### src/rtl/ftdi_pkg.sv
// Shared types and helpers for the FT232H 245-synchronous FIFO bus engines.
package ftdi_pkg;

    typedef enum logic [2:0] {
        ST_IDLE  = 3'd0,
        ST_REQ   = 3'd1,
        ST_TURN  = 3'd2,
        ST_WRITE = 3'd3,
        ST_REL   = 3'd4
    } tx_state_t;

    localparam int TURN_CYCLES = 1;

    // FTDI latches FU_D at an edge where both strobes were low beforehand.
    function automatic logic accepted(input logic wr_n, input logic txe_n);
        return !wr_n && !txe_n;
    endfunction

endpackage

### src/rtl/sync_fifo.sv
// Single-clock circular byte buffer with wrap-bit pointers.
module sync_fifo #(
    parameter int AW = 4,
    parameter int DW = 8
) (
    input  logic          clk,
    input  logic          rst,
    input  logic          push,
    input  logic          pop,
    input  logic [DW-1:0] wdata,
    output logic [DW-1:0] head,
    output logic [DW-1:0] head_nxt,
    output logic [AW:0]   fill,
    output logic          full,
    output logic          empty
);

    localparam logic [AW:0]   PTR_ONE = (AW + 1)'(1);
    localparam logic [AW-1:0] IDX_ONE = AW'(1);

    logic [DW-1:0] mem [2**AW];
    logic [AW:0]   wr_ptr;
    logic [AW:0]   rd_ptr;
    logic [AW-1:0] rd_idx;

    always_ff @(posedge clk) begin
        if (rst) begin
            wr_ptr <= '0;
            rd_ptr <= '0;
        end else begin
            if (push) wr_ptr <= wr_ptr + PTR_ONE;
            if (pop)  rd_ptr <= rd_ptr + PTR_ONE;
        end
    end

    always_ff @(posedge clk) begin
        if (push) mem[wr_ptr[AW-1:0]] <= wdata;
    end

    assign rd_idx   = rd_ptr[AW-1:0];
    assign head     = mem[rd_idx];
    // Lets the owner preload the post-pop head in the same edge as a pop.
    assign head_nxt = mem[rd_idx + IDX_ONE];
    assign fill     = wr_ptr - rd_ptr;
    assign full     = fill[AW];
    assign empty    = (fill == '0);

endmodule

### src/rtl/ftdi_sync_tx.sv
// FT232H 245-sync write engine: buffers producer bytes, bursts them
// onto FU_D under bus grant and flushes short packets via SIWU#.
module ftdi_sync_tx
    import ftdi_pkg::*;
#(
    parameter int FIFO_AW   = 4,
    parameter int FLUSH_TMO = 256,
    parameter int MAX_BURST = 64
) (
    input  logic               clk,
    input  logic               rst,
    input  logic [7:0]         d,
    input  logic               d_vld,
    output logic               d_rdy,
    output logic               bus_req,
    input  logic               bus_gnt,
    input  logic               txe_n,
    output logic               wr_n,
    output logic               siwu_n,
    output logic [7:0]         dq,
    output logic               dq_oe,
    output logic [FIFO_AW:0]   fill
);

    localparam int BW = $clog2(MAX_BURST + 1);
    localparam int TW = $clog2(FLUSH_TMO);
    localparam logic [BW-1:0] BURST_MAX = BW'(MAX_BURST);
    localparam logic [TW-1:0] TMO_LAST  = TW'(FLUSH_TMO - 1);

    tx_state_t      state;
    logic [BW-1:0]  burst_cnt;
    logic [BW-1:0]  burst_nxt;
    logic [TW-1:0]  tmo_cnt;
    logic           flush_pend;
    logic           accept;
    logic           push;
    logic           full;
    logic           empty;
    logic [7:0]     head;
    logic [7:0]     head_nxt;
    logic [FIFO_AW:0] fill_ap;
    logic           wr_go;
    logic           leave;

    sync_fifo #(.AW(FIFO_AW), .DW(8)) u_fifo (
        .clk      (clk),
        .rst      (rst),
        .push     (push),
        .pop      (accept),
        .wdata    (d),
        .head     (head),
        .head_nxt (head_nxt),
        .fill     (fill),
        .full     (full),
        .empty    (empty)
    );

    assign accept    = accepted(wr_n, txe_n);
    assign push      = d_vld && !full;
    assign d_rdy     = !full;
    assign fill_ap   = fill - (FIFO_AW + 1)'(accept);
    assign burst_nxt = burst_cnt + BW'(accept);
    assign wr_go     = (fill_ap != '0) && !txe_n
                       && (burst_nxt < BURST_MAX) && bus_gnt;
    assign leave     = (fill_ap == '0) || (burst_nxt == BURST_MAX)
                       || !bus_gnt;

    always_ff @(posedge clk) begin
        if (rst) begin
            state      <= ST_IDLE;
            wr_n       <= 1'b1;
            siwu_n     <= 1'b1;
            dq         <= '0;
            dq_oe      <= 1'b0;
            bus_req    <= 1'b0;
            burst_cnt  <= '0;
            tmo_cnt    <= '0;
            flush_pend <= 1'b0;
        end else begin
            siwu_n <= 1'b1;
            unique case (state)
                ST_IDLE: begin
                    if (!empty) begin
                        state   <= ST_REQ;
                        bus_req <= 1'b1;
                    end else if (flush_pend) begin
                        if (tmo_cnt == TMO_LAST) begin
                            siwu_n     <= 1'b0;
                            flush_pend <= 1'b0;
                            tmo_cnt    <= '0;
                        end else begin
                            tmo_cnt <= tmo_cnt + TW'(1);
                        end
                    end
                end
                ST_REQ: begin
                    if (bus_gnt) begin
                        state <= ST_TURN;
                        dq_oe <= 1'b1;
                        dq    <= head;
                    end
                end
                ST_TURN: begin
                    state <= ST_WRITE;
                    wr_n  <= !wr_go;
                end
                ST_WRITE: begin
                    dq <= accept ? head_nxt : head;
                    if (leave) begin
                        state     <= ST_REL;
                        wr_n      <= 1'b1;
                        dq_oe     <= 1'b0;
                        bus_req   <= 1'b0;
                        burst_cnt <= '0;
                    end else begin
                        wr_n      <= !wr_go;
                        burst_cnt <= burst_nxt;
                    end
                end
                ST_REL: begin
                    state <= ST_IDLE;
                end
                default: begin
                    state <= ST_IDLE;
                end
            endcase
            // Any traffic restarts the idle window before the flush.
            if (accept) flush_pend <= 1'b1;
            if (accept || push) tmo_cnt <= '0;
        end
    end

endmodule

### config.mk
export PLATFORM = sky130hd
export DESIGN_NAME = ftdi_sync_tx
export DESIGN_NICKNAME = d
export VERILOG_FILES = /design/src/rtl/ftdi_pkg.sv /design/src/rtl/sync_fifo.sv /design/src/rtl/ftdi_sync_tx.sv
export SDC_FILE = /design/constraint.sdc
export NUM_CORES = 1
export LEC_CHECK = 0
export CAP_MARGIN = 15
export CELL_PAD_IN_SITES_DETAIL_PLACEMENT = 0
export CELL_PAD_IN_SITES_GLOBAL_PLACEMENT = 1
export CORE_ASPECT_RATIO = 2
export CORE_MARGIN = 5
export CORE_UTILIZATION = 47
export CTS_CLUSTER_DIAMETER = 150
export DETAILED_ROUTE_END_ITERATION = 6
export GPL_ROUTABILITY_DRIVEN = 0
export PLACE_DENSITY_LB_ADDON = 0.25
export RECOVER_POWER = 50
export SLEW_MARGIN = 20
export SYNTH_ARGS = -nofsm -noshare
export SYNTH_HDL_FRONTEND = slang
export SYNTH_SLANG_ARGS = --single-unit
### constraint.sdc
create_clock -name clk -period 3.1 [get_ports clk]
set_input_delay 0.31 -clock clk [delete_from_list [all_inputs] [get_ports clk]]
set_output_delay 0.31 -clock clk [all_outputs]
set_load 0.03 [all_outputs]
==> impl_metrics.yaml, run 1 <==
drt:
  drt-total-wl_um: 21300
  wl_per_cell_um: 25.9
  drt_first_pass_iters: 5
  via_count: 5064
  drt_iter0_drc: 277
  vias_per_cell: 6.16
  antenna_left: 0
  drc: 0
synth:
  syn_inst: 554
  synth_flop_cell: "edfxtp_1"
  synth-edff-count: 128
  ys_types: 54
  syn_avg_cell_area_um2: 14.8
  syn_nets: 581
  async_flop_share_pct: 0
  ys_seq_area_share_pct: 57.8
  synth_top_area_cell: "edfxtp_1"
  ys_ff_latch: 173
  yosys_warnings: 0
  synth_top_area_share_pct: 46.8
  synth.cell_area_um2: 8210
  synth_area_leaders: "edfxtp_1 (47%), mux4_2 (18%), dfxtp_1 (11%), ha_1 (2.0%), mux2i_1 (2.0%)"
floorplan:
  die_h_um: 197
  start_util_pct: 47.5
  ioPinCount: 31
  die_area_um2: 20400
  die_w_um: 103
  core_um2: 17300
  rows: 68
timing:
  clock.fmax_ghz: 0.345
  tightest_slew_ns: 0.753
  fin_skew_ns: 0.00642
  setup_viol: 0
  report.final.slew_viol_count: 0
  hold_viol: 0
  holdWs_ns: 0.469
  min_period_over_period_pct: 93.5
  tns_ns: 0
  finalCriticalPeriod_ns: 2.90
  slew_headroom_pct: 49.7
  rsz0062_at_grt: "no"
status:
  status: "finished, final reports clean"
cts:
  insertion_delay_ns: 0.43
  clock_path_buffers: 2
  cts_tree: "done"
  htreeDepth: 4
  clock_sinks: 173
  cts_inserted_buffers: 17
  path_clk_slew_ns: 0.07
  cts.root.buffer_cell: "clkbuf_16"
global_routing:
  grt_pass1_wl_um: 32300
  grt_pass1_vias: 5433
  track_usage_pct: 22.4
  grt_overflow_total: 0
  grt_max_degree: 36
  antenna_found_initial: 0
critical_path:
  cp_data_arrival_time_ns: 3.04
  regToRegStartpoint: "u_fifo.wr_ptr[0]"
  reg2reg_to: "u_fifo.mem[10][4]"
  start_kind: "flop"
  endpoint_kind: "flop"
  r2r_setup_slack_ns: 0.20
  cp_max_fo: 8
  crit_type: "flop to flop"
  critical_path_required_ns: 3.24
  reg2reg_depth: 10
finish:
  fillers: 1423
  drive_gt1_share_pct: 22.9
  final-seq-area_um2: 4750
  most-common-layout-cells: "edfxtp_1 (128), mux4_2 (64), dfxtp_1 (44)"
  syn_to_final_growth_pct: 14.8
  final_common_cell: "edfxtp_1"
  num_antenna_cells: 0
  multi_input_area_um2: 3250
  nets: 626
power:
  ir_worst_vdd_uv: 436
  power.leakage_uw: 0.00324
  p_per_area_nw_per_um2: 528
worst_hold_path:
  hold_path_class: "flop to flop"
  holdPathStages: 2
  hold_end: "bus_req"
  hp-start: "bus_req"
placement:
  io_buffers: 30
  dp.final_hpwl_um: 15700
flow_run:
  max-cap-violations: 0
[cell families after synthesis]
| group | count (synthesis) | share of synthesized area (%) |
|---|---|---|
| multiplexers | 80 | 19.5 |
| XOR/XNOR | 17 | 2.09 |
| buffers and inverters | 56 | 3.06 |
| flip-flops | 173 | 57.8 |
| AO/OA/AOI/OAI | 96 | 8.14 |
| adder cells (fa/ha/maj) | 14 | 2.23 |
| AND/OR/NAND/NOR | 118 | 7.16 |
[report_power, final]
part | switching, uW | internal, uW
Sequential | 31.0 | 2530
Combinational | 262 | 158
Clock | 887 | 1100
Total | 1180 | 3800
[synth_stat cells, types with 3 or more instances]
cell and instances:
a21oi_1 30, a221o_1 8, a22o_1 8, a311oi_1 5, a31oi_1 14, and3_1 7
buf_2 9, buf_6 3, clkbuf_1 19, dfxtp_1 45, edfxtp_1 128, ha_1 13
inv_1 20, mux2i_1 16, mux4_2 64, nand2_1 20, nand2b_1 6, nand3_1 13
nand4_1 5, nor2_1 39, nor2b_1 4, nor3_1 6, o21ai_0 5, o21bai_1 8
o22ai_1 4, or3_1 6, or4_1 3, xnor2_1 8, xor2_1 6
[state kept, by name, summed over array words and instances, names as in the netlist, 3 cells and up, named ones only]
signal         cells
u_fifo.rd_ptr      5
state              3
u_fifo.wr_ptr      5
burst_cnt          7
dq                 8
tmo_cnt            8
u_fifo.mem       128
[worst max path at each step]
stage,startpoint,endpoint,slack [ns],cells after the start
CTS,u_fifo.wr_ptr[0],fill[4],0.006,8
detailed placement,u_fifo.wr_ptr[0],u_fifo.mem[2][0],0.22,10
global route,u_fifo.wr_ptr[0],u_fifo.mem[0][4],0.03,10
floorplan,u_fifo.wr_ptr[0],u_fifo.mem[4][0],0.05,10
finish,u_fifo.wr_ptr[0],u_fifo.mem[10][4],0.20,10
global placement,u_fifo.wr_ptr[0],u_fifo.mem[6][5],0.26,10
[stage by stage]
step | util (%) | instances | power [uW] | cell area [um2] | setup slack [ns]
after floorplan | - | 554 | 2860 | 8240 | 0.0483
after global placement | 51.4 | 790 | 3050 | 8890 | 0.256
after detailed placement | 51.4 | 790 | 3050 | 8890 | 0.219
after CTS | 54.6 | 822 | 5030 | 9430 | 0.00559
after global routing | 54.6 | 822 | 5160 | 9430 | 0.0336
final | 54.6 | 822 | 4980 | 9430 | 0.201
[worst max-delay path, stage by stage, from the launching register on]
cell and delay [ns]:
dfxtp_1 0.33, inv_1 0.08, ha_1 0.22, fa_1 0.40, nand2b_1 0.17, a21oi_2 0.22, xor2_4 0.25, and2_0 0.35
nand2_1 0.25, nor2_1 0.16, buf_4 0.19
[layer usage]
layer / share of wire [%] / GRT usage [%] / up-vias
li1: - / - / 2283
met1: 32 / 21.8 / 2563
met2: 56 / 40.6 / 164
met3: 3.9 / 3.93 / 54
met4: 7.6 / 15.8 / 0
met5: 0 / 0 / -
[repair_timing]
item	in CTS	in global routing
hold buffers	0	0
resized for setup	0	1
buffers inserted	0	0
setup endpoints to repair	0	1
endpoints found under the hold margin	0	0
[area by class of cell]
class,count,area share [%]
well taps,210,2.79
repair buffers,61,5.77
clock inverters,14,1.26
clock buffers,18,4.55
multi-input cells,325,34.4
flip-flops and latches,173,50.4
inverters,21,0.836
Note: power is estimated with default switching activity, not from simulation.
==> inputs of run 2 (changes only) <==
==> constraint.sdc (replaced) <==
create_clock -name clk -period 3.1 [get_ports clk]
set_input_delay 0.62 -clock clk [delete_from_list [all_inputs] [get_ports clk]]
set_output_delay 0.62 -clock clk [all_outputs]
set_load 0.03 [all_outputs]
==> run 2 against run 1 <==
  * Clock skew grew 0.0039 ns
  * Critical path depth decreased by 3
  * Final area increased by 0.41%
  * Register-to-register slack got worse by 0.03 ns
  * Non-clock buffer count rose by 6
  * Clock power grew 4%
  * Hold slack better by 0.0078 ns
  * Critical path type is now flop to output pin
  * Sequential power about the same
  * Total power grew 1.1%
  * Largest cell class unchanged
  * Clock-buffer cell count is the same
  * Highest routed layer unchanged
==> impl_metrics.yaml, run 2 (same netlist as run 1, synthesis figures left out) <==
floorplan:
  start_util_pct: 47.5
  core_um2: 17300
  rows: 68
  die_w_um: 103
  die_h_um: 197
  ioPinCount: 31
  die_area_um2: 20400
cts:
  insertion_delay_ns: 0.42
  cts_setup_buffers: 0
  path_clk_slew_ns: 0.07
  clock_path_buffers: 2
  cts_tree: "done"
  cts.root.buffer_cell: "clkbuf_16"
  clock_sinks: 173
  cts_inserted_buffers: 17
  htreeDepth: 4
drt:
  vias_per_cell: 6.14
  via_count: 5081
  wl_per_cell_um: 24.2
  antenna_left: 0
  drc: 0
  drt_iter0_drc: 239
  drt-total-wl_um: 20000
  drt_first_pass_iters: 4
critical_path:
  critPathMaxStageDelay_ns: 0.68
  reg2reg_depth: 10
  r2r_setup_slack_ns: 0.17
  critical_path_required_ns: 2.48
  cp_data_arrival_time_ns: 2.36
  crit_chain: "inv_1, ha_1, nor2_1, a21oi_1, xnor2_1, inv_1, clkdlybuf4s50_1"
  reg2reg_to: "u_fifo.mem[7][5]"
  cp_max_fo: 4
  endpoint_kind: "output pin"
  regToRegStartpoint: "u_fifo.wr_ptr[0]"
  crit_type: "flop to output pin"
  crit_path_frequent_cell: "inv_1"
  start_kind: "flop"
  worst_path_max_delay_cell: "clkdlybuf4s50_1"
flow_run:
  max-cap-violations: 0
finish:
  syn_to_final_growth_pct: 15.3
  layout.cells.non_filler: 827
  utilization_pct: 54.8
  nets: 632
  multi_input_area_um2: 3250
  final_common_cell: "edfxtp_1"
  num_antenna_cells: 0
  fin_area_um2: 9460
  final-seq-area_um2: 4750
  most-common-layout-cells: "edfxtp_1 (128), mux4_2 (64), dfxtp_1 (44)"
  drive_gt1_share_pct: 23.8
  largest_reg_flops: 128
  fillers: 1426
timing:
  clock.fmax_ghz: 0.336
  min_period_over_period_pct: 96.0
  report.final.slew_viol_count: 0
  fin_skew_ns: 0.0103
  tns_ns: 0
  rsz0062_at_grt: "no"
  finalCriticalPeriod_ns: 2.98
  slew_headroom_pct: 44.0
  tightest_slew_ns: 0.838
  hold_viol: 0
  setup_viol: 0
global_routing:
  antenna_found_initial: 0
  grt_pass1_wl_um: 30500
  grt_max_degree: 36
  track_usage_pct: 20.7
  grt_pass1_vias: 5425
  grt_overflow_total: 0
power:
  finalPower_uw: 5030
  p_per_area_nw_per_um2: 532
  switching_share_pct: 22.9
  combPwrFrac_pct: 7.9
  power_frac_seq_pct: 51.1
  power.leakage_uw: 0.00329
  clockPowerShare_pct: 41.0
  ir_worst_vdd_uv: 438
  intPower_uw: 3880
  p_sw_uw: 1150
placement:
  io_buffers: 30
  placed_area_um2: 8910
  dp_cells: 796
  dp.final_hpwl_um: 14700
worst_hold_path:
  hold_end: "bus_req"
  holdPathStages: 2
  hold_path_class: "flop to flop"
  hp-start: "bus_req"
status:
  status: "finished, final reports clean"
==> run 2: cell count changes in the layout (fill, tap and decap cells not counted), moves of 2 or more <==
cell,change
clkbuf_2,+2
buf_12,-2
clkinvlp_4,-2
buf_4,+8
clkdlybuf4s50_1,-2
==> run 2: power by group through the flow <==
stage          sequential [uW]  clock, uW  combinational [uW]
2_1_floorplan             2640          0                 215
3_3_place_gp              2620          0                 407
3_5_place_dp              2620          0                 412
4_1_cts                   2570       2100                 414
5_1_grt                   2570       2200                 430
6_report                  2570       2060                 399
==> run 2: area by class of cell <==
class	count	area share, %
clock buffer	18	4.53
clock inverter	13	1.49
inverter	21	0.833
multi-input combinational	325	34.3
sequential	173	50.1
tap	210	2.78
timing repair buffer	67	5.92
==> run 2: how the worst max path moves through the flow <==
stage,from,end,depth (start not counted)
after floorplan,u_fifo.wr_ptr[0],u_fifo.mem[4][0],10
after global placement,txe_n,dq_oe,9
after detailed placement,u_fifo.wr_ptr[0],u_fifo.mem[7][5],10
after CTS,u_fifo.wr_ptr[0],fill[4],8
after global routing,u_fifo.rd_ptr[1],fill[3],7
final,u_fifo.rd_ptr[2],fill[3],7
==> run 2: timing repair <==
action,in CTS,in global routing
pin swaps,0,1
endpoints found under the setup margin,1,88
endpoints found under the hold margin,0,0
gates resized for setup,1,4
hold buffers,0,0
==> run 2: critical path: cells and delay by family (launching register included) <==
family                     cells  cell delay [ns]
AOI/OAI and AO/OA              1             0.16
and+or+nand+nor                1             0.06
buffers and inverters          3             0.89
xor gates and xnor gates       1             0.10
DFF                            1             0.40
adders and majority gates      1             0.33
==> run 2: metrics by stage <==
| step | worst slack [ns] | hold slack (ns) |
|---|---|---|
| 2_1_floorplan | 0.0483 | 0.446 |
| 3_3_place_gp | 0.162 | 0.456 |
| 3_5_place_dp | 0.119 | 0.474 |
| 4_1_cts | 0.0526 | 0.483 |
| 5_1_grt | 0.00215 | 0.508 |
| 6_report | 0.123 | 0.477 |
==> run 2: per-layer routing <==
metal / vias up / wire length (um) / global-route usage, % / share of wire, %
met4: 0 / 648 / 8.50 / 3.2
met1: 2586 / 6680 / 20.7 / 33
li1: 2302 / - / - / -
met3: 34 / 661 / 2.94 / 3.3
met2: 159 / 12100 / 40.5 / 60
met5: - / 0 / 0 / 0
